<file path="src/rtl/wb_writeback_unit_pkg.sv">
// Shared definitions for the writeback stage: state encoding, the PC register index and the
// default load timeout. The hazard unit imports the same package.
package wb_writeback_unit_pkg;

   typedef enum logic {
      WB_IDLE     = 1'b0,
      WB_WAIT_MEM = 1'b1
   } wb_state_e;

   localparam int          WB_DATA_W_DFLT  = 32;
   localparam int          WB_REG_AW_DFLT  = 4;
   localparam int          WB_TIMEOUT_DFLT = 16;
   localparam logic [3:0]  REG_PC          = 4'hF;

   // Timer width that can hold TIMEOUT-1.
   function automatic int timer_w(input int timeout);
      return (timeout < 2) ? 1 : $clog2(timeout);
   endfunction

endpackage

</file>
<file path="src/rtl/wb_writeback_unit_if.sv">
// MEM handshake, SRAM load return and register-file write port of the writeback stage.
// The retire_cnt signal exists only when WB_RETIRE_CNT_EN is defined.
interface wb_writeback_unit_if #(
   parameter int DATA_W = 32,
   parameter int REG_AW = 4
);
   logic              mem_valid;
   logic              mem_ready;
   logic              MEM_WB_EN;
   logic              MEM_R_EN;
   logic [REG_AW-1:0] MEM_Dest;
   logic [DATA_W-1:0] ALU_Res;
   logic              sram_rvalid;
   logic [DATA_W-1:0] sram_rdata;
   logic [REG_AW-1:0] WB_Dest;
   logic [DATA_W-1:0] WB_Value;
   logic              WB_WB_EN;
   logic              wb_err;
`ifdef WB_RETIRE_CNT_EN
   logic [31:0]       retire_cnt;

   modport slave (
      input  mem_valid, MEM_WB_EN, MEM_R_EN, MEM_Dest, ALU_Res, sram_rvalid, sram_rdata,
      output mem_ready, WB_Dest, WB_Value, WB_WB_EN, wb_err, retire_cnt
   );
   modport master (
      output mem_valid, MEM_WB_EN, MEM_R_EN, MEM_Dest, ALU_Res, sram_rvalid, sram_rdata,
      input  mem_ready, WB_Dest, WB_Value, WB_WB_EN, wb_err, retire_cnt
   );
`else
   modport slave (
      input  mem_valid, MEM_WB_EN, MEM_R_EN, MEM_Dest, ALU_Res, sram_rvalid, sram_rdata,
      output mem_ready, WB_Dest, WB_Value, WB_WB_EN, wb_err
   );
   modport master (
      output mem_valid, MEM_WB_EN, MEM_R_EN, MEM_Dest, ALU_Res, sram_rvalid, sram_rdata,
      input  mem_ready, WB_Dest, WB_Value, WB_WB_EN, wb_err
   );
`endif
endinterface

</file>
<file path="src/rtl/wb_writeback_unit_timeout_ctr.sv">
// Load-wait timer: cleared on load accept, counts while enabled, flags expiry at TIMEOUT-1.
module wb_timeout_ctr
   import wb_writeback_unit_pkg::*;
#(
   parameter int TIMEOUT = WB_TIMEOUT_DFLT
) (
   input  logic clk,
   input  logic rst,
   input  logic clr_i,
   input  logic en_i,
   output logic expire_o
);
   localparam int CW = timer_w(TIMEOUT);

   logic [CW-1:0] cnt_q, cnt_d;

   assign expire_o = (cnt_q == CW'(TIMEOUT - 1));

   // Holds at the terminal count so a stale timer never wraps back into range.
   always_comb begin
      cnt_d = cnt_q;
      if (clr_i)                cnt_d = '0;
      else if (en_i && !expire_o) cnt_d = cnt_q + 1'b1;
   end

   always_ff @(posedge clk or negedge rst) begin
      if (!rst) cnt_q <= '0;
      else      cnt_q <= cnt_d;
   end
endmodule

</file>
<file path="src/rtl/wb_writeback_unit.sv">
// Writeback stage: retires MEM results, waits for SRAM load data, drives a registered
// register-file write pulse. Optional retire counter under WB_RETIRE_CNT_EN.
module wb_writeback_unit
   import wb_writeback_unit_pkg::*;
#(
   parameter int DATA_W  = WB_DATA_W_DFLT,
   parameter int REG_AW  = WB_REG_AW_DFLT,
   parameter int TIMEOUT = WB_TIMEOUT_DFLT
) (
   input logic               clk,
   input logic               rst,
   wb_writeback_unit_if.slave bus
);
   localparam logic [REG_AW-1:0] PC_IDX = '1;

   wb_state_e         state_q, state_d;
   logic [REG_AW-1:0] dest_q, dest_d;
   logic [DATA_W-1:0] value_q, value_d;
   logic              wben_q, wben_d;
   logic              err_q, err_d;
   logic [REG_AW-1:0] ld_dest_q, ld_dest_d;
   logic              ld_wben_q, ld_wben_d;
   logic              mem_ready;
   logic              tmr_clr, tmr_en, tmr_exp;

   wb_timeout_ctr #(.TIMEOUT(TIMEOUT)) u_tmr (
      .clk      (clk),
      .rst      (rst),
      .clr_i    (tmr_clr),
      .en_i     (tmr_en),
      .expire_o (tmr_exp)
   );

   always_comb begin
      state_d   = state_q;
      dest_d    = dest_q;
      value_d   = value_q;
      wben_d    = 1'b0;
      err_d     = err_q;
      ld_dest_d = ld_dest_q;
      ld_wben_d = ld_wben_q;
      tmr_clr   = 1'b0;
      tmr_en    = 1'b0;
      mem_ready = 1'b0;
      case (state_q)
         WB_IDLE: begin
            mem_ready = 1'b1;
            // No load outstanding, so any returning data is unsolicited.
            if (bus.sram_rvalid) err_d = 1'b1;
            if (bus.mem_valid) begin
               if (bus.MEM_R_EN) begin
                  ld_dest_d = bus.MEM_Dest;
                  ld_wben_d = bus.MEM_WB_EN;
                  tmr_clr   = 1'b1;
                  state_d   = WB_WAIT_MEM;
               end else begin
                  wben_d  = bus.MEM_WB_EN && (bus.MEM_Dest != PC_IDX);
                  value_d = bus.ALU_Res;
                  dest_d  = bus.MEM_Dest;
               end
            end
         end
         WB_WAIT_MEM: begin
            tmr_en = 1'b1;
            // Data arriving on the expiry cycle still completes the load.
            if (bus.sram_rvalid) begin
               wben_d  = ld_wben_q && (ld_dest_q != PC_IDX);
               value_d = bus.sram_rdata;
               dest_d  = ld_dest_q;
               state_d = WB_IDLE;
            end else if (tmr_exp) begin
               err_d   = 1'b1;
               state_d = WB_IDLE;
            end
         end
         default: state_d = WB_IDLE;
      endcase
   end

   always_ff @(posedge clk or negedge rst) begin
      if (!rst) begin
         state_q   <= WB_IDLE;
         dest_q    <= '0;
         value_q   <= '0;
         wben_q    <= 1'b0;
         err_q     <= 1'b0;
         ld_dest_q <= '0;
         ld_wben_q <= 1'b0;
      end else begin
         state_q   <= state_d;
         dest_q    <= dest_d;
         value_q   <= value_d;
         wben_q    <= wben_d;
         err_q     <= err_d;
         ld_dest_q <= ld_dest_d;
         ld_wben_q <= ld_wben_d;
      end
   end

   assign bus.mem_ready = mem_ready;
   assign bus.WB_Dest   = dest_q;
   assign bus.WB_Value  = value_q;
   assign bus.WB_WB_EN  = wben_q;
   assign bus.wb_err    = err_q;

`ifdef WB_RETIRE_CNT_EN
   logic [31:0] retire_q, retire_d;

   assign retire_d = wben_q ? retire_q + 32'd1 : retire_q;

   always_ff @(posedge clk or negedge rst) begin
      if (!rst) retire_q <= '0;
      else      retire_q <= retire_d;
   end

   assign bus.retire_cnt = retire_q;
`endif
endmodule

</file>
<file path="src/flat_wrapper.sv">
// flat-port wrapper written by rule: the top's interface ports become plain ports
module wb_writeback_unit_flat import wb_writeback_unit_pkg::*;
#(
   parameter int DATA_W  = WB_DATA_W_DFLT,
   parameter int REG_AW  = WB_REG_AW_DFLT,
   parameter int TIMEOUT = WB_TIMEOUT_DFLT
)
  (clk, rst, bus_mem_valid, bus_MEM_WB_EN, bus_MEM_R_EN, bus_MEM_Dest, bus_ALU_Res, bus_sram_rvalid, bus_sram_rdata, bus_mem_ready, bus_WB_Dest, bus_WB_Value, bus_WB_WB_EN, bus_wb_err);
  wb_writeback_unit_if #(.DATA_W(DATA_W), .REG_AW(REG_AW)) bus_i ();
  input logic clk;
  input logic rst;
  input wire logic [$bits(bus_i.mem_valid)-1:0] bus_mem_valid;
  input wire logic [$bits(bus_i.MEM_WB_EN)-1:0] bus_MEM_WB_EN;
  input wire logic [$bits(bus_i.MEM_R_EN)-1:0] bus_MEM_R_EN;
  input wire logic [$bits(bus_i.MEM_Dest)-1:0] bus_MEM_Dest;
  input wire logic [$bits(bus_i.ALU_Res)-1:0] bus_ALU_Res;
  input wire logic [$bits(bus_i.sram_rvalid)-1:0] bus_sram_rvalid;
  input wire logic [$bits(bus_i.sram_rdata)-1:0] bus_sram_rdata;
  output wire logic [$bits(bus_i.mem_ready)-1:0] bus_mem_ready;
  output wire logic [$bits(bus_i.WB_Dest)-1:0] bus_WB_Dest;
  output wire logic [$bits(bus_i.WB_Value)-1:0] bus_WB_Value;
  output wire logic [$bits(bus_i.WB_WB_EN)-1:0] bus_WB_WB_EN;
  output wire logic [$bits(bus_i.wb_err)-1:0] bus_wb_err;
  assign bus_i.mem_valid = bus_mem_valid;
  assign bus_i.MEM_WB_EN = bus_MEM_WB_EN;
  assign bus_i.MEM_R_EN = bus_MEM_R_EN;
  assign bus_i.MEM_Dest = bus_MEM_Dest;
  assign bus_i.ALU_Res = bus_ALU_Res;
  assign bus_i.sram_rvalid = bus_sram_rvalid;
  assign bus_i.sram_rdata = bus_sram_rdata;
  assign bus_mem_ready = bus_i.mem_ready;
  assign bus_WB_Dest = bus_i.WB_Dest;
  assign bus_WB_Value = bus_i.WB_Value;
  assign bus_WB_WB_EN = bus_i.WB_WB_EN;
  assign bus_wb_err = bus_i.wb_err;
  wb_writeback_unit #(.DATA_W(DATA_W), .REG_AW(REG_AW), .TIMEOUT(TIMEOUT)) u_core (.clk(clk), .rst(rst), .bus(bus_i));
endmodule
</file>
<file path="config.mk">
export PLATFORM = sky130hd
export DESIGN_NAME = wb_writeback_unit_flat
export DESIGN_NICKNAME = d
export VERILOG_FILES = /design/src/rtl/wb_writeback_unit_pkg.sv /design/src/rtl/wb_writeback_unit_if.sv /design/src/rtl/wb_writeback_unit_timeout_ctr.sv /design/src/rtl/wb_writeback_unit.sv /design/src/flat_wrapper.sv
export SDC_FILE = /design/constraint.sdc
export NUM_CORES = 1
export LEC_CHECK = 0
export CORE_ASPECT_RATIO = 0.6
export CORE_MARGIN = 3
export CORE_UTILIZATION = 38
export DETAILED_ROUTE_END_ITERATION = 7
export PLACE_DENSITY = 0.83
export SYNTH_ARGS = -nofsm -noshare
export SYNTH_HDL_FRONTEND = slang
export SYNTH_SLANG_ARGS = --single-unit
</file>
<file path="constraint.sdc">
create_clock -name clk -period 1.6 [get_ports clk]
set_clock_uncertainty 0.15 [all_clocks]
set_input_delay 0.32 -clock clk [delete_from_list [all_inputs] [get_ports clk]]
set_output_delay 0.32 -clock clk [all_outputs]
set_load 0.01 [all_outputs]
</file>
==> results of run 1 <==
## Yosys cell counts (2+ instances only)
| library cell | n | area, sq um |
|---|---|---|
| and3_1 | 3 | 18.8 |
| mux2_4 | 30 | 450 |
| nand3_1 | 3 | 15.0 |
| mux2_2 | 47 | 529 |
| buf_4 | 2 | 15.0 |
| a21o_1 | 2 | 15.0 |
| dfrtp_1 | 48 | 1200 |
| nand2_1 | 4 | 15.0 |
| nand4_1 | 3 | 18.8 |
| buf_12 | 3 | 60.1 |
| mux2i_1 | 2 | 20.0 |
| buf_6 | 3 | 33.8 |
## layout make-up
cell class                      count  share of cell area (%)
Clock buffer                        6                    1.81
Clock inverter                      2                   0.873
Inverter                            1                  0.0935
Multi-Input combinational cell    103                    31.2
Sequential cell                    48                    30.0
Tap cell                           84                    2.62
Timing Repair Buffer              134                    33.4
## routing by layer
| metal | part of all wire (%) | routed length [um] |
|---|---|---|
| met1 | 43 | 2800 |
| met2 | 46 | 2950 |
| met3 | 10 | 678 |
| met4 | 0.74 | 48 |
| met5 | 0 | 0 |
## timing repair
item                                    in CTS  in global routing
endpoints found under the setup margin      82                 36
resized for setup                           58                 21
buffers inserted                             4                  1
pin swaps                                    2                  1
hold endpoints to repair                    48                  0
gates cloned                                 2                  0
hold buffers                                 1                  0
## cells by family (layout without fill, tap and decap cells)
| logic type | after synthesis | count (layout) | share of synthesized area [%] |
|---|---|---|---|
| mux | 79 | 79 | 40.3 |
| flops | 48 | 48 | 48.5 |
| simple gates | 16 | 16 | 4.04 |
| buf+inv | 10 | 143 | 4.74 |
| compound gates | 7 | 7 | 1.92 |
| fa+ha+maj | 1 | 1 | 0.505 |
## power breakdown
group          internal [mW]  total, mW  switching [mW]  leakage, nW
combinational           1.13       1.77           0.637         1.23
clock                  0.464      0.857           0.393       0.0552
sequential              1.56       1.77           0.216        0.566
total                   3.15       4.40            1.25         1.85
## state kept, by name, summed over array words and instances, names as in the netlist
name	flops
u_core.bus.wb_err	1
u_core.bus.WB_Value	32
u_core.u_tmr.cnt_q	4
u_core.state_q	1
u_core.ld_wben_q	1
u_core.bus.WB_WB_EN	1
u_core.ld_dest_q	4
u_core.bus.WB_Dest	4
## worst register-to-register path, delay by kind of cell (launching register included)
| kind | cells | cell delay (ps) |
|---|---|---|
| flip-flops | 1 | 440 |
| buffers and inverters | 2 | 430 |
| AO/OA/AOI/OAI | 1 | 240 |
| multiplexers | 1 | 290 |
## final timing paths
check | from | end | slack (ps) | cells past startpoint
max in group asynchronous | rst | u_core.state_q | 660 | 3
min reg2reg | u_core.bus.WB_Value[22] | u_core.bus.WB_Value[22] | 360 | 1
max reg2reg | u_core.state_q | u_core.bus.WB_Value[8] | -70 | 4
min in group asynchronous | rst | u_core.bus.WB_Value[24] | 410 | 3
min | u_core.bus.WB_Value[22] | u_core.bus.WB_Value[22] | 360 | 1
max | u_core.state_q | u_core.bus.WB_Value[8] | -70 | 4
## layout by cell type, fill, tap and decap left out
master and n:
nand2_1 4, dlygate4sd3_1 1, buf_6 5, buf_4 10, nand4b_1 1, buf_12 4, buf_8 2, clkbuf_8 5
buf_2 1, nor3b_4 1, a21boi_0 1, and3_1 3, mux2_2 28, inv_1 1, bufbuf_16 1, dfrtp_1 47
dfrtp_2 1, clkbuf_1 1, clkdlybuf4s50_1 70, o31ai_1 1, bufinv_16 1, a21o_1 1, ha_1 1, nand3b_4 1
mux2i_1 2, o21ai_0 1, clkinv_2 1, mux2_4 49, nand4_1 3, dlygate4sd2_1 40, nand3_1 3, a21o_4 1
a21oi_1 1, o21a_1 1
==> out/results.ini, run 1 <==
[synthesis]
synth.avg_cell_area_sq_um = 15.4
ys_seq_elements = 48
ys_seq_area_share_pct = 48.5
yosysWarnings = 0
synthCells = 161
synth_area_sq_mm = 0.00248
synthFlopType = dfrtp_1
synth_edf_count = 0
syn_nets = 236
synth_cell_types = 23
synth_async_sr_flop_share_pct = 100

[global_routing]
track_usage_pct = 16.8
antenna_found_initial = 0
grt_pass1_wl_um = 9430
use_met2_pct = 28.2
overflow = 0
grt_pass1_vias = 1902
use_met3_pct = 5.77
gr-usage-met1_pct = 20.9
grt_max_degree = 49
busiest_layer = met2

[setup_path]
worstSetupPathType = reg -> reg
slowest_stage = dfrtp_2
cp.required_ps = 1630
start_kind = flip-flop
crit_chain = buf_6 > a21o_4 > bufbuf_16 > mux2_4
crit_buf_inv = 2
cp_max_fo = 5
critPathArrivalTime_ps = 1700
cpPeakStageDelay_ps = 440
crit_path_end_kind = flip-flop
critical-path-top-delay-family = flip-flops

[sta]
setup_slack_ps = -65.5
drv_slew = 0
slew_headroom_pct = 83.3
fin_setup_tns_ps = -555
period_needed_ps = 1670
fin_crit_sh_pct = 104
hold_viol_final = 0
rsz0062_at_grt = true
worst_pin_slew_ps = 250
fin_hold_ws_ps = 355
max_freq_mhz = 600
setup_viol = 16

[drt]
postRouteAntennaNets = 0
drc = 0
vias = 1810
wl_um = 6480
dr.pass1.iters = 4
via_per_inst = 4.79
drt_first_iter_violations = 81
wl_per_cell_um = 17.1

[job]
cap_violations = 0

[clock_network]
clkTransAtPathRegs_ps = 80
cts_buffers = 5
cts_tree = yes
cts-htree-levels = 2
cts_buffer_depth = 2
insertion_delay_ps = 300
cts_root_buffer = clkbuf_8
cts_num_sinks = 48

[place]
pre_cts_ws_ps = -441
dp_hpwl_um = 4600
dp.cells = 363
place_congestion = 0.719
portBuffers = 112
post_dp_cell_area_sq_mm = 0.00373

[pwr]
powerDensity_mw_per_mm2 = 1100
total_power_mw = 4.40
leakage_nw = 1.85
max-vdd-ir-drop_mv = 0.418

[finish]
stdcell_area_sq_mm = 0.00401
fillers = 490
seqCellArea_sq_mm = 0.00120
multi_input_area_sq_mm = 0.00125
antenna-diode-count = 0
utilization_pct = 64.5
drive_gt1_share_pct = 37.8
nNetsFinal = 368
final_cell_count_no_fill = 378
areaGrowthSynthToFinish_pct = 61.9

[floorplanning]
core_area_sq_mm = 0.00622
dieArea_sq_mm = 0.00756
num_rows = 22
die_w_um = 110
die_y_um = 68.6
io_pins = 113
start_util_pct = 39.8

[min_path]
min_path_type = reg -> reg

[run_status]
outcome = complete, but fails checks
violations = negative setup slack

No activity file was read; power rests on OpenSTA's default activity.
==> inputs of run 2 (changes only) <==
- CORE_UTILIZATION: 38 -> 30
- PLACE_DENSITY: 0.83 -> 0.69
==> run 2 against run 1 <==
Compared with the run above:
- the flow still finishes with violations (negative setup slack)
- flip-flop and latch count unchanged
- register-to-register slack about the same
- final area decreased by 1.0%
- non-clock buffer count increased by 1
- sequential power about the same
- wire length decreased by 3.2%
- maximum frequency decreased by 0.80%
- sequential share of layout area increased by 0.30 points
- die area increased by 25%
- hold slack got worse by 21 ps
- clock-buffer cell count increased by 1
- critical path type unchanged
- largest cell class unchanged
- highest routed layer unchanged
==> out/results.ini, run 2 (synthesis gave the netlist of run 1 again) <==
[finish]
final_common_cell = clkdlybuf4s50_1
largest_reg_flops = 32  ; unchanged
layout_common_cells = 70 x clkdlybuf4s50_1, 47 x dfrtp_1, 46 x mux2_2
nNetsFinal = 369  ; +0.27%
antenna-diode-count = 0  ; unchanged
drive_gt1_share_pct = 38.0  ; +0.21 points
areaGrowthSynthToFinish_pct = 60.3
multi_input_area_sq_mm = 0.00118  ; -6.1%
fillers = 665  ; +36%
final_cell_count_no_fill = 399  ; +5.6%
seqCellArea_sq_mm = 0.00120  ; unchanged

[global_routing]
track_usage_pct = 13.0  ; -3.8 points
busiest_layer = met2
overflow = 0  ; unchanged
grt_pass1_vias = 1809  ; -4.9%
gr-usage-met1_pct = 17.5  ; -3.5 points
use_met2_pct = 19.5  ; -8.7 points
grt_pass1_wl_um = 9570  ; +1.5%
grt_max_degree = 26  ; -47%
antenna_found_initial = 0  ; unchanged
use_met3_pct = 5.93  ; +0.17 points

[setup_path]
critPathArrivalTime_ps = 1690  ; about the same
slowest_stage = dfrtp_2
cpPeakStageDelay_ps = 460  ; +20 ps
worstSetupPathType = reg -> reg
reg2reg_from = u_core.state_q
start_kind = flip-flop
cp_max_fo = 9  ; +4
cp.required_ps = 1610  ; -20 ps
cp-startpoint = u_core.state_q
crit_path_end_kind = flip-flop
crit_chain = buf_4 > a21o_4 > buf_12 > buf_16 > mux2_4

[pwr]
total_power_mw = 4.50  ; +2.4%
netSwitchingFraction_pct = 27.8  ; -0.49 points
p_seq_share_pct = 39.3  ; -1.0 points
pwr-share-clk_pct = 23.3  ; +3.8 points
p_sw_mw = 1.25  ; +0.57%
powerDensity_mw_per_mm2 = 1130  ; +3.4%
combPwrFrac_pct = 37.4  ; -2.8 points
p_int_mw = 3.25  ; +3.1%
max-vdd-ir-drop_mv = 0.465  ; +11%
leakage_nw = 1.78  ; -4.0%

[clock_network]
cts_num_sinks = 48  ; unchanged
cts-htree-levels = 2  ; unchanged
cts_buffer_depth = 2  ; unchanged
insertion_delay_ps = 280  ; -20 ps
cts_root_buffer = clkbuf_16
clkTransAtPathRegs_ps = 60  ; -20 ps
cts_buffers = 5  ; unchanged
cts_tree = yes

[floorplanning]
num_rows = 24  ; +9.1%
die_w_um = 123  ; +12%
io_pins = 113  ; unchanged
start_util_pct = 32.5  ; -7.3 points
die_y_um = 76.4  ; +11%
dieArea_sq_mm = 0.00942  ; +25%
core_area_sq_mm = 0.00763  ; +23%

[drt]
vias = 1741  ; -3.8%
drc = 0  ; unchanged
via_per_inst = 4.36  ; -8.9%
dr.pass1.iters = 4  ; unchanged
wl_um = 6270  ; -3.2%
wl_per_cell_um = 15.7  ; -8.3%
postRouteAntennaNets = 0  ; unchanged
drt_first_iter_violations = 74  ; -8.6%

[sta]
setup_slack_ps = -79.0  ; -13.5 ps
worst_pin_slew_ps = 331  ; +80.8 ps
fin_crit_sh_pct = 105  ; +0.84 points
period_needed_ps = 1680  ; +13.5 ps
rsz0062_at_grt = true
max_freq_mhz = 596  ; -0.80%
fin_hold_ws_ps = 334  ; -21.3 ps
slew_headroom_pct = 78.0  ; -5.4 points
hold_viol_final = 0  ; unchanged
drv_slew = 0  ; unchanged
setup_viol = 36  ; +20

[place]
dp_hpwl_um = 4640  ; +0.95%
portBuffers = 112  ; unchanged
place_congestion = 0.753  ; +4.8%
dp.cells = 380  ; +4.7%
pre_cts_ws_ps = -414  ; +27.5 ps

[min_path]
hold_path_startpoint = u_core.bus.wb_err
min_path_type = reg -> reg

[run_status]
violations = negative setup slack
outcome = complete, but fails checks

[job]
cap_violations = 0  ; unchanged

==> run 2: worst paths after layout <==
| path | slack, ps | end | cells past startpoint |
|---|---|---|---|
| setup / recovery | -80 | u_core.bus.WB_Value[23] | 5 |
| hold / removal | 330 | u_core.bus.wb_err | 2 |
| setup reg to reg | -80 | u_core.bus.WB_Value[23] | 5 |
| hold reg to reg | 330 | u_core.bus.wb_err | 2 |
| max in group asynchronous | 560 | u_core.state_q | 3 |
| min in group asynchronous | 450 | u_core.bus.WB_Value[27] | 3 |
==> run 2: routing by layer <==
| layer | vias to the layer above | wire length, um |
|---|---|---|
| met2 | 72 | 2660 |
| met5 | - | 0 |
| met3 | 2 | 719 |
| met1 | 817 | 2880 |
| met4 | 0 | 14 |
| li1 | 850 | - |
==> run 2: timing repair <==
item	in CTS	in global routing
cloned	2	0
gates resized for setup	45	5
setup endpoints to repair	75	38
hold buffers	1	0
setup buffers	6	3
endpoints found under the hold margin	48	0
pin swaps	0	1
==> run 2: per-stage QoR <==
step                setup TNS [ps]  utilization [%]  instance area (sq um)
floorplan                        0                -                   2480
global placement            -13350             48.9                   3730
detailed placement          -13920             48.9                   3730
CTS                          -2410             51.9                   3960
global route                 -3240             52.1                   3970
finish                       -1890             52.1                   3970
==> run 2: final cells by class <==
| type | count | share of cell area [%] |
|---|---|---|
| Tap cell | 104 | 3.28 |
| Sequential cell | 48 | 30.3 |
| Clock inverter | 1 | 0.189 |
| Inverter | 1 | 0.0945 |
| Timing Repair Buffer | 135 | 32.9 |
| Multi-Input combinational cell | 103 | 29.6 |
| Clock buffer | 7 | 3.59 |
==> run 2: power by group through the flow <==
stage / Clock (mW) / Sequential [mW] / Combinational, mW
after floorplan: 0 / 1.89 / 0.785
after global placement: 0 / 1.79 / 1.78
after detailed placement: 0 / 1.80 / 1.81
after CTS: 1.08 / 1.77 / 1.70
after global routing: 1.14 / 1.82 / 1.81
final: 1.05 / 1.77 / 1.68
==> run 2: worst max-delay path: cells and delay by family, from the launching register on <==
kind,cells,cell delay [ps]
compound gates,1,230
buf+inv,3,420
flops,1,460
mux,1,300
